### src/rtl/sram_port_arbiter_if.sv
// sram_port_arbiter_if: per-port request/grant bundle plus the shared SRAM_Controller port and
// the tagged read-return path of the four-port SRAM arbiter.
interface sram_port_arbiter_if;
   logic [3:0]       Req;
   logic [3:0][17:0] Req_address;
   logic [3:0][15:0] Req_write_data;
   logic [3:0]       Req_we_n;
   logic [3:0]       Grant;
   logic [17:0]      SRAM_address;
   logic [15:0]      SRAM_write_data;
   logic             SRAM_we_n;
   logic [15:0]      SRAM_read_data;
   logic [15:0]      Read_data;
   logic [3:0]       Read_valid;
   logic             Busy;
   modport master (
      output Req, Req_address, Req_write_data, Req_we_n, SRAM_read_data,
      input  Grant, SRAM_address, SRAM_write_data, SRAM_we_n, Read_data, Read_valid, Busy
   );
   modport slave (
      input  Req, Req_address, Req_write_data, Req_we_n, SRAM_read_data,
      output Grant, SRAM_address, SRAM_write_data, SRAM_we_n, Read_data, Read_valid, Busy
   );
endinterface

### src/rtl/sram_port_arbiter.sv
// sram_port_arbiter: shares one SRAM port among VGA (pre-emptive port 0) and round-robin,
// burst-limited ports 1-3; read returns are tagged and strobed back to the issuing port.
module sram_port_arbiter #(
   parameter int READ_LATENCY = 3,
   parameter int MAX_BURST    = 16
) (
   input logic Clock,
   input logic Resetn,
   sram_port_arbiter_if.slave bus
);
   localparam int P = READ_LATENCY - 1;
   localparam logic [8:0] MAXB = 9'(MAX_BURST);
   logic [3:0]        grant_q, grant_d, rv_q;
   logic [1:0]        rr_q, rr_d, sel, other, fresh;
   logic [7:0]        burst_q, burst_d;
   logic [8:0]        cnt;
   logic              acc, rd;
   logic [P-1:0]      tv_q;
   logic [P-1:0][1:0] tid_q;
   logic [15:0]       rdata_q;
   // first requesting port among 1..3 after p in rotating order (0 = none)
   function automatic logic [1:0] pick(input logic [3:0] r, input logic [1:0] p);
      logic [1:0] c;
      pick = 2'd0;
      c = p;
      for (int i = 0; i < 3; i++) begin
         c = (c == 2'd3) ? 2'd1 : c + 2'd1;
         if (r[c] && pick == 2'd0) pick = c;
      end
   endfunction
   always_comb begin
      sel     = grant_q[3] ? 2'd3 : grant_q[2] ? 2'd2 : grant_q[1] ? 2'd1 : 2'd0;
      acc     = |(grant_q & bus.Req);
      rd      = acc && bus.Req_we_n[sel];
      cnt     = {1'b0, burst_q} + {8'd0, acc && sel != 2'd0};
      other   = pick(bus.Req & ~(4'b0001 << sel), sel);
      fresh   = pick(bus.Req, rr_q);
      grant_d = bus.Req[0] ? 4'b0001 :
                (acc && sel != 2'd0) ? ((cnt < MAXB || other == 2'd0) ? grant_q : 4'b0001 << other) :
                (fresh != 2'd0) ? 4'b0001 << fresh : 4'b0000;
      rr_d    = grant_d[3] ? 2'd3 : grant_d[2] ? 2'd2 : grant_d[1] ? 2'd1 : rr_q;
      burst_d = (grant_d != grant_q) ? 8'd0 : (cnt > MAXB) ? MAXB[7:0] : cnt[7:0];
   end
   assign bus.Grant           = grant_q;
   assign bus.SRAM_we_n       = acc ? bus.Req_we_n[sel] : 1'b1;
   assign bus.SRAM_address    = acc ? bus.Req_address[sel] : 18'd0;
   assign bus.SRAM_write_data = acc ? bus.Req_write_data[sel] : 16'd0;
   assign bus.Read_valid      = rv_q;
   assign bus.Read_data       = rdata_q;
   assign bus.Busy            = |grant_q || |tv_q;
   // tag pipeline: SRAM data is captured as the tag leaves the last stage
   always_ff @(posedge Clock or negedge Resetn) begin
      if (!Resetn) begin
         grant_q <= 4'b0000;
         rr_q    <= 2'd3;
         burst_q <= 8'd0;
         tv_q    <= '0;
         tid_q   <= '0;
         rv_q    <= 4'b0000;
         rdata_q <= 16'd0;
      end else begin
         grant_q  <= grant_d;
         rr_q     <= rr_d;
         burst_q  <= burst_d;
         tv_q[0]  <= rd;
         tid_q[0] <= sel;
         for (int i = 1; i < P; i++) begin
            tv_q[i]  <= tv_q[i-1];
            tid_q[i] <= tid_q[i-1];
         end
         rv_q <= tv_q[P-1] ? 4'b0001 << tid_q[P-1] : 4'b0000;
         if (tv_q[P-1]) rdata_q <= bus.SRAM_read_data;
      end
   end
endmodule

### src/flat_wrapper.sv
// flat-port wrapper written by rule: the top's interface ports become plain ports
module sram_port_arbiter_flat 
#(
   parameter int READ_LATENCY = 3,
   parameter int MAX_BURST    = 16
)
  (Clock, Resetn, bus_Req, bus_Req_address, bus_Req_write_data, bus_Req_we_n, bus_SRAM_read_data, bus_Grant, bus_SRAM_address, bus_SRAM_write_data, bus_SRAM_we_n, bus_Read_data, bus_Read_valid, bus_Busy);
  sram_port_arbiter_if bus_i ();
  input logic Clock;
  input logic Resetn;
  input wire logic [$bits(bus_i.Req)-1:0] bus_Req;
  input wire logic [$bits(bus_i.Req_address)-1:0] bus_Req_address;
  input wire logic [$bits(bus_i.Req_write_data)-1:0] bus_Req_write_data;
  input wire logic [$bits(bus_i.Req_we_n)-1:0] bus_Req_we_n;
  input wire logic [$bits(bus_i.SRAM_read_data)-1:0] bus_SRAM_read_data;
  output wire logic [$bits(bus_i.Grant)-1:0] bus_Grant;
  output wire logic [$bits(bus_i.SRAM_address)-1:0] bus_SRAM_address;
  output wire logic [$bits(bus_i.SRAM_write_data)-1:0] bus_SRAM_write_data;
  output wire logic [$bits(bus_i.SRAM_we_n)-1:0] bus_SRAM_we_n;
  output wire logic [$bits(bus_i.Read_data)-1:0] bus_Read_data;
  output wire logic [$bits(bus_i.Read_valid)-1:0] bus_Read_valid;
  output wire logic [$bits(bus_i.Busy)-1:0] bus_Busy;
  assign bus_i.Req = bus_Req;
  assign bus_i.Req_address = bus_Req_address;
  assign bus_i.Req_write_data = bus_Req_write_data;
  assign bus_i.Req_we_n = bus_Req_we_n;
  assign bus_i.SRAM_read_data = bus_SRAM_read_data;
  assign bus_Grant = bus_i.Grant;
  assign bus_SRAM_address = bus_i.SRAM_address;
  assign bus_SRAM_write_data = bus_i.SRAM_write_data;
  assign bus_SRAM_we_n = bus_i.SRAM_we_n;
  assign bus_Read_data = bus_i.Read_data;
  assign bus_Read_valid = bus_i.Read_valid;
  assign bus_Busy = bus_i.Busy;
  sram_port_arbiter #(.READ_LATENCY(READ_LATENCY), .MAX_BURST(MAX_BURST)) u_core (.Clock(Clock), .Resetn(Resetn), .bus(bus_i));
endmodule
### config.mk
export PLATFORM = sky130hd
export DESIGN_NAME = sram_port_arbiter_flat
export DESIGN_NICKNAME = d
export VERILOG_FILES = /design/src/rtl/sram_port_arbiter_if.sv /design/src/rtl/sram_port_arbiter.sv /design/src/flat_wrapper.sv
export SDC_FILE = /design/constraint.sdc
export NUM_CORES = 1
export LEC_CHECK = 0
export ABC_AREA = 0
export CAP_MARGIN = 40
export CORE_ASPECT_RATIO = 0.6
export CORE_UTILIZATION = 37
export DETAILED_ROUTE_END_ITERATION = 10
export GPL_TIMING_DRIVEN = 0
export HOLD_SLACK_MARGIN = 0.06
export PLACE_DENSITY_LB_ADDON = 0.1
export REMOVE_ABC_BUFFERS = 1
export SETUP_SLACK_MARGIN = 0.4
export SYNTH_ARGS = -nofsm -noshare
export SYNTH_HDL_FRONTEND = slang
export SYNTH_SLANG_ARGS = --single-unit
export TNS_END_PERCENT = 30
### constraint.sdc
create_clock -name Clock -period 3.7 [get_ports Clock]
set_clock_uncertainty 0.2 [all_clocks]
set_input_delay 0.37 -clock Clock [delete_from_list [all_inputs] [get_ports Clock]]
set_output_delay 0.37 -clock Clock [all_outputs]
set_load 0.02 [all_outputs]
After elaboration in Yosys (flattened, before gate mapping). Index checks and enable logic that the tools add are counted.

Word-level logic and storage cells: 103. Bits of input ports: 162. Output and inout port bits: 60. Register bits after elaboration: 40.

Shift operators: 4. Muxes and demuxes: 46. Reduce and logical (&&, ||, !) cells: 19. Order comparisons: 9. Equal/unequal tests: 7. $add $sub $neg: 7. Bitwise gates (word level): 3.

Operator list (count): $bmux W18 S2 (1); $mux W18 (2); $mux W2 (17); $bmux W16 S2 (1); $mux W16 (2); $lt A2 B3 Y1 const B (7); $mux W4 (5); $mux W8 (2); $shl A1 B2 Y4 const A (4); $bmux W1 S2 (7); $add A2 B1 Y2 const B (6); $eq A2 B2 Y1 const B (6); $logic_not A2 Y1 (5); $add A8 B1 Y9 (1); $gt A9 B5 Y1 const B (1); $lt A9 B5 Y1 const B (1); $mux W1 (9); $and A4 B4 Y4 (2); $reduce_or A4 Y1 (2); $logic_and A1 B1 Y1 (6); $ne A4 B4 Y1 (1); $not A4 Y4 (1); $reduce_bool A2 Y1 (2); $reduce_bool A3 Y1 (1); 2 further kinds (3).

Depth between registers and ports, before layout.
Depth after elaboration: 23. Mapped depth: 12. Mapped depth without buffers: 11.

Worst setup path after synthesis. Ideal clock, no wire load.

Path type: reg2reg. Start point: register u_core.grant_q[1], in the netlist u_core.bus.Grant[1]. End point: register u_core.burst_q[4]. Path buffers: 2. Cell stages (with the launch flop): 12. Data required time: 3.353 ns. Data arrival time: 3.189 ns. Clock period less this slack: 3.536 ns. Library setup time: 0.147 ns. Setup slack: 0.164 ns. Cell sequence: dfrtp_1 -> clkbuf_1 -> buf_1 -> a21o_1 -> ha_1 -> or3b_4 -> a21oi_4 -> a211oi_1 -> or4_1 -> o221a_1 -> nand4_2 -> nor3_1.

Word-level cells in the longest chain between the ends: 22. Elaborated cells on any way between the ends: 44. Those cells by class: 4 x add/sub; 2 x order compare; 4 x eq/ne; 2 x shift; 20 x mux; 3 x bitwise; 9 x reduce/logical.

RTL lines: from (decl) (line sram_port_arbiter.sv:13) `logic [3:0] grant_q, grant_d, rv_q;`; from (signal assigned) (line sram_port_arbiter.sv:62) `grant_q <= grant_d;`; branches (longest 21 deep; another with $add A2 B1 Y2); $mux W8 * (line sram_port_arbiter.sv:42) `burst_d = (grant_d != grant_q) ? 8'd0 : (cnt > MAXB) ? MAXB[7:0] : cnt[7:0];`; named net u_core.burst_d[4] (line sram_port_arbiter.sv:15) `logic [7:0] burst_q, burst_d;`; to (signal assigned) (line sram_port_arbiter.sv:64) `burst_q <= burst_d;`; to (decl) (line sram_port_arbiter.sv:15).

Mark *: on every way through the listed nets, which the timed path passes. The select of a mux whose other input is x is not followed. A chain may end at the register's enable or synchronous reset.

Final worst setup path.
Start point: register u_core.grant_q[3], in the netlist u_core.bus.Grant[3]. End point: register u_core.burst_q[1].

Word-level cells in the longest chain between the ends: 20. Elaborated cells on any way between the ends: 42. Those cells by class: 4 x add/sub; 2 x order compare; 4 x eq/ne; 2 x shift; 18 x mux; 3 x bitwise; 9 x reduce/logical.

RTL lines: $mux W2 * (line sram_port_arbiter.sv:32) `sel = grant_q[3] ? 2'd3 : grant_q[2] ? 2'd2 : grant_q[1] ? 2'd1 : 2'd0;`; named net u_core.sel[1] (line sram_port_arbiter.sv:14) `logic [1:0] rr_q, rr_d, sel, other, fresh;`; branches (longest 18 deep; another with $add A2 B1 Y2); $mux W8 * (line sram_port_arbiter.sv:42); named net u_core.burst_d[1] (line sram_port_arbiter.sv:15).

Marks and branches as above.

==> results.json <==
{
  "route.detailed.drc": 0,
  "htreeDepth": 2,
  "fin_util": 0.751,
  "top_layer": "met4",
  "place_ws_ps": -564,
  "design_area_um2": 6600,
  "antenna_cells": 0,
  "die_x_um": 127,
  "cts.sinks": 40,
  "avgSynthCellArea_um2": 7.58,
  "yosysSeqAreaShare": 0.291,
  "cp-start-kind": "register",
  "wl_met2_um": 7060,
  "netlist.area_leader.share": 0.276,
  "cp.arrival_ps": 3280,
  "synth_area_leader_cell": "dfrtp_1",
  "viasPerCell": 5.45,
  "path_class": "reg -> reg",
  "synthToLayoutAreaGrowth_pct": 91.2,
  "insertion_delay_ps": 280,
  "synth_edf_count": 0,
  "synth_cells": 455,
  "start_util": 0.393,
  "drive_gt1_frac": 0.159,
  "worstRegToRegCells": 11,
  "cp_max_fo": 5,
  "drt-initial-drc-count": 384,
  "layout_commonest_cell": "clkdlybuf4s50_1",
  "hpwl_um": 9310,
  "fin_crit_sh": 0.897,
  "worst_pin_slew_ps": 755,
  "synth-main-ff-cell": "dfrtp_1",
  "fmax_mhz": 301,
  "slew_viol_final": 0,
  "fin_nets": 864,
  "setup_viol": 0,
  "portBuffers": 221,
  "clk_pin_slew_worst_paths_ps": 60,
  "synth_cell_types": 61,
  "core_um2": 8780,
  "synthAdderAreaFrac": 0.0326,
  "cts_tree": "yes",
  "dp.cells": 761,
  "vias": 4390,
  "cap_violations": 0,
  "synth_compound_area_frac": 0.214,
  "place_area_um2": 5780,
  "final_cells": 806,
  "root_buffer": "clkbuf_16",
  "ys_ff_latch": 40,
  "wl_met3_um": 1110,
  "worst_hold_slack_ps": 147,
  "synthMuxAreaShare": 0.165,
  "cp.required_ps": 3660,
  "netlist_area_um2": 3450,
  "drt-wirelength-per-cell_um": 18.2,
  "cts_buffers": 5,
  "synth_xor_area_frac": 0.00762,
  "rsz0062_at_grt": "true",
  "ios": 222,
  "setup_ws_ps": 381,
  "hold_viol": 0,
  "period_minus_slack_ps": 3320,
  "synth_top_family_by_area": "simple AND/OR/NAND/NOR gates",
  "p_per_area_nw_per_um2": 783,
  "place_congestion": 0.948,
  "antenna_found_initial": 0,
  "cts.path.max_buffers": 2,
  "layout_common_cells": "clkdlybuf4s50_1, nor2_1, a21oi_1, mux2i_1, dfrtp_1",
  "relSlewSlack": 0.497,
  "worstHoldPathCells": 0,
  "hold_class": "reg -> reg",
  "wl_met1_um": 6070,
  "firstDrtPassIters": 5,
  "die_y_um": 76.8,
  "totalWireLength_um": 14700,
  "synthTopCellsByArea": "dfrtp_1, nor2_1, mux2i_1",
  "crit_path_end_kind": "register",
  "async_flop_share": 1.00,
  "yosys_warnings": 0,
  "grt_max_degree": 36,
  "gr-total-overflow": 0,
  "grt_usage": 0.288,
  "grt_pass1_wl_um": 22000,
  "rows": 26,
  "dieArea_um2": 9730,
  "yosys.area_share.simple": 0.236,
  "grt_pass1_vias": 4267,
  "outcome": "finished, final reports clean",
  "peakVddDrop_v": 0.000497,
  "ant_nets": 0,
  "nFillCells": 623,
  "leakage_nw": 2.70
}
[path summary, 6_finish.rpt]
check                                    startpoint                  endpoint  slack [ps]
worst max-delay path            u_core.bus.Grant[3]         u_core.burst_q[1]         380
worst min-delay path                u_core.tid_q[0]           u_core.tid_q[2]         150
worst max register to register  u_core.bus.Grant[3]         u_core.burst_q[1]         380
worst min register to register      u_core.tid_q[0]           u_core.tid_q[2]         150
max in group asynchronous                    Resetn  u_core.bus.Read_valid[0]        2650
min in group asynchronous                    Resetn       u_core.bus.Grant[3]         250
[report_power, final]
part / internal, mW / total [mW] / switching, mW / leakage [nW]
combinational: 1.89 / 3.92 / 2.03 / 2.12
clock: 0.337 / 0.507 / 0.170 / 0.0871
sequential: 0.610 / 0.736 / 0.125 / 0.492
total: 2.84 / 5.17 / 2.33 / 2.70
[worst max-delay path: stages, from the launching register on]
cell and delay [ps]:
dfrtp_4 510, buf_12 140, or2_4 260, inv_4 70, ha_4 200, or3b_4 400, a21oi_4 260, a211oi_4 70
or4_1 540, o221a_1 300, nand4_4 170, nor3_2 70
[cell usage after synthesis, types with 3 or more instances]
| master | count |
|---|---|
| a31oi_1 | 3 |
| nor4_1 | 3 |
| nand3b_1 | 4 |
| a21oi_1 | 72 |
| mux2_2 | 16 |
| clkbuf_1 | 29 |
| dfrtp_1 | 38 |
| nor3_1 | 9 |
| mux2i_1 | 39 |
| ha_1 | 9 |
| nand2_1 | 22 |
| nand2b_1 | 5 |
| buf_1 | 3 |
| inv_1 | 10 |
| nand3_1 | 3 |
| o21ai_0 | 8 |
| a211oi_1 | 4 |
| o2111ai_1 | 3 |
| nor2_1 | 117 |
| o31ai_1 | 3 |
[kinds of logic (layout without fill, tap and decap cells)]
| logic type | after synthesis | in the layout |
|---|---|---|
| AOI/OAI and AO/OA | 119 | 119 |
| xor gates and xnor gates | 3 | 3 |
| adders and majority gates | 9 | 9 |
| buffers and inverters | 45 | 282 |
| DFF | 40 | 40 |
| muxes | 55 | 55 |
| other | 1 | 3 |
| and+or+nand+nor | 183 | 183 |
[state kept, by name, summed over array words and instances (netlist names)]
| signal | count |
|---|---|
| u_core.tv_q | 2 |
| u_core.bus.Grant | 4 |
| u_core.rr_q | 2 |
| u_core.burst_q | 8 |
| u_core.tid_q | 4 |
| u_core.bus.Read_valid | 4 |
| u_core.bus.Read_data | 16 |
[per-stage QoR]
stage | TNS, ps | total power [mW]
2_1_floorplan | -4760 | 2.63
3_3_place_gp | -67640 | 3.71
3_5_place_dp | -4680 | 3.83
4_1_cts | 0 | 4.87
5_1_grt | 0 | 5.49
6_report | 0 | 5.17
[timing repair]
item	CTS	global route
setup buffers	21	9
endpoints found under the hold margin	40	0
pin swaps	10	16
resized for setup	32	16
setup endpoints to repair	12	10
cloned	5	1
hold buffers	1	0
[cell type report]
cell class                 count  area (µm²)  area share
timing repair buffer         263        2740       0.415
multi-input combinational    372        2480       0.375
sequential                    40        1010       0.154
tap                          112         140      0.0212
clock buffer                   6         139      0.0211
inverter                      11        46.3     0.00702
clock inverter                 2        38.8     0.00588
[routing by layer]
metal  GRT usage  vias to the layer above
li1            -                     2085
met1       0.349                     2014
met2       0.508                      237
met3      0.0642                       54
met4      0.0881                        0
met5           0                        -
Power figures use the tool's default switching activity.
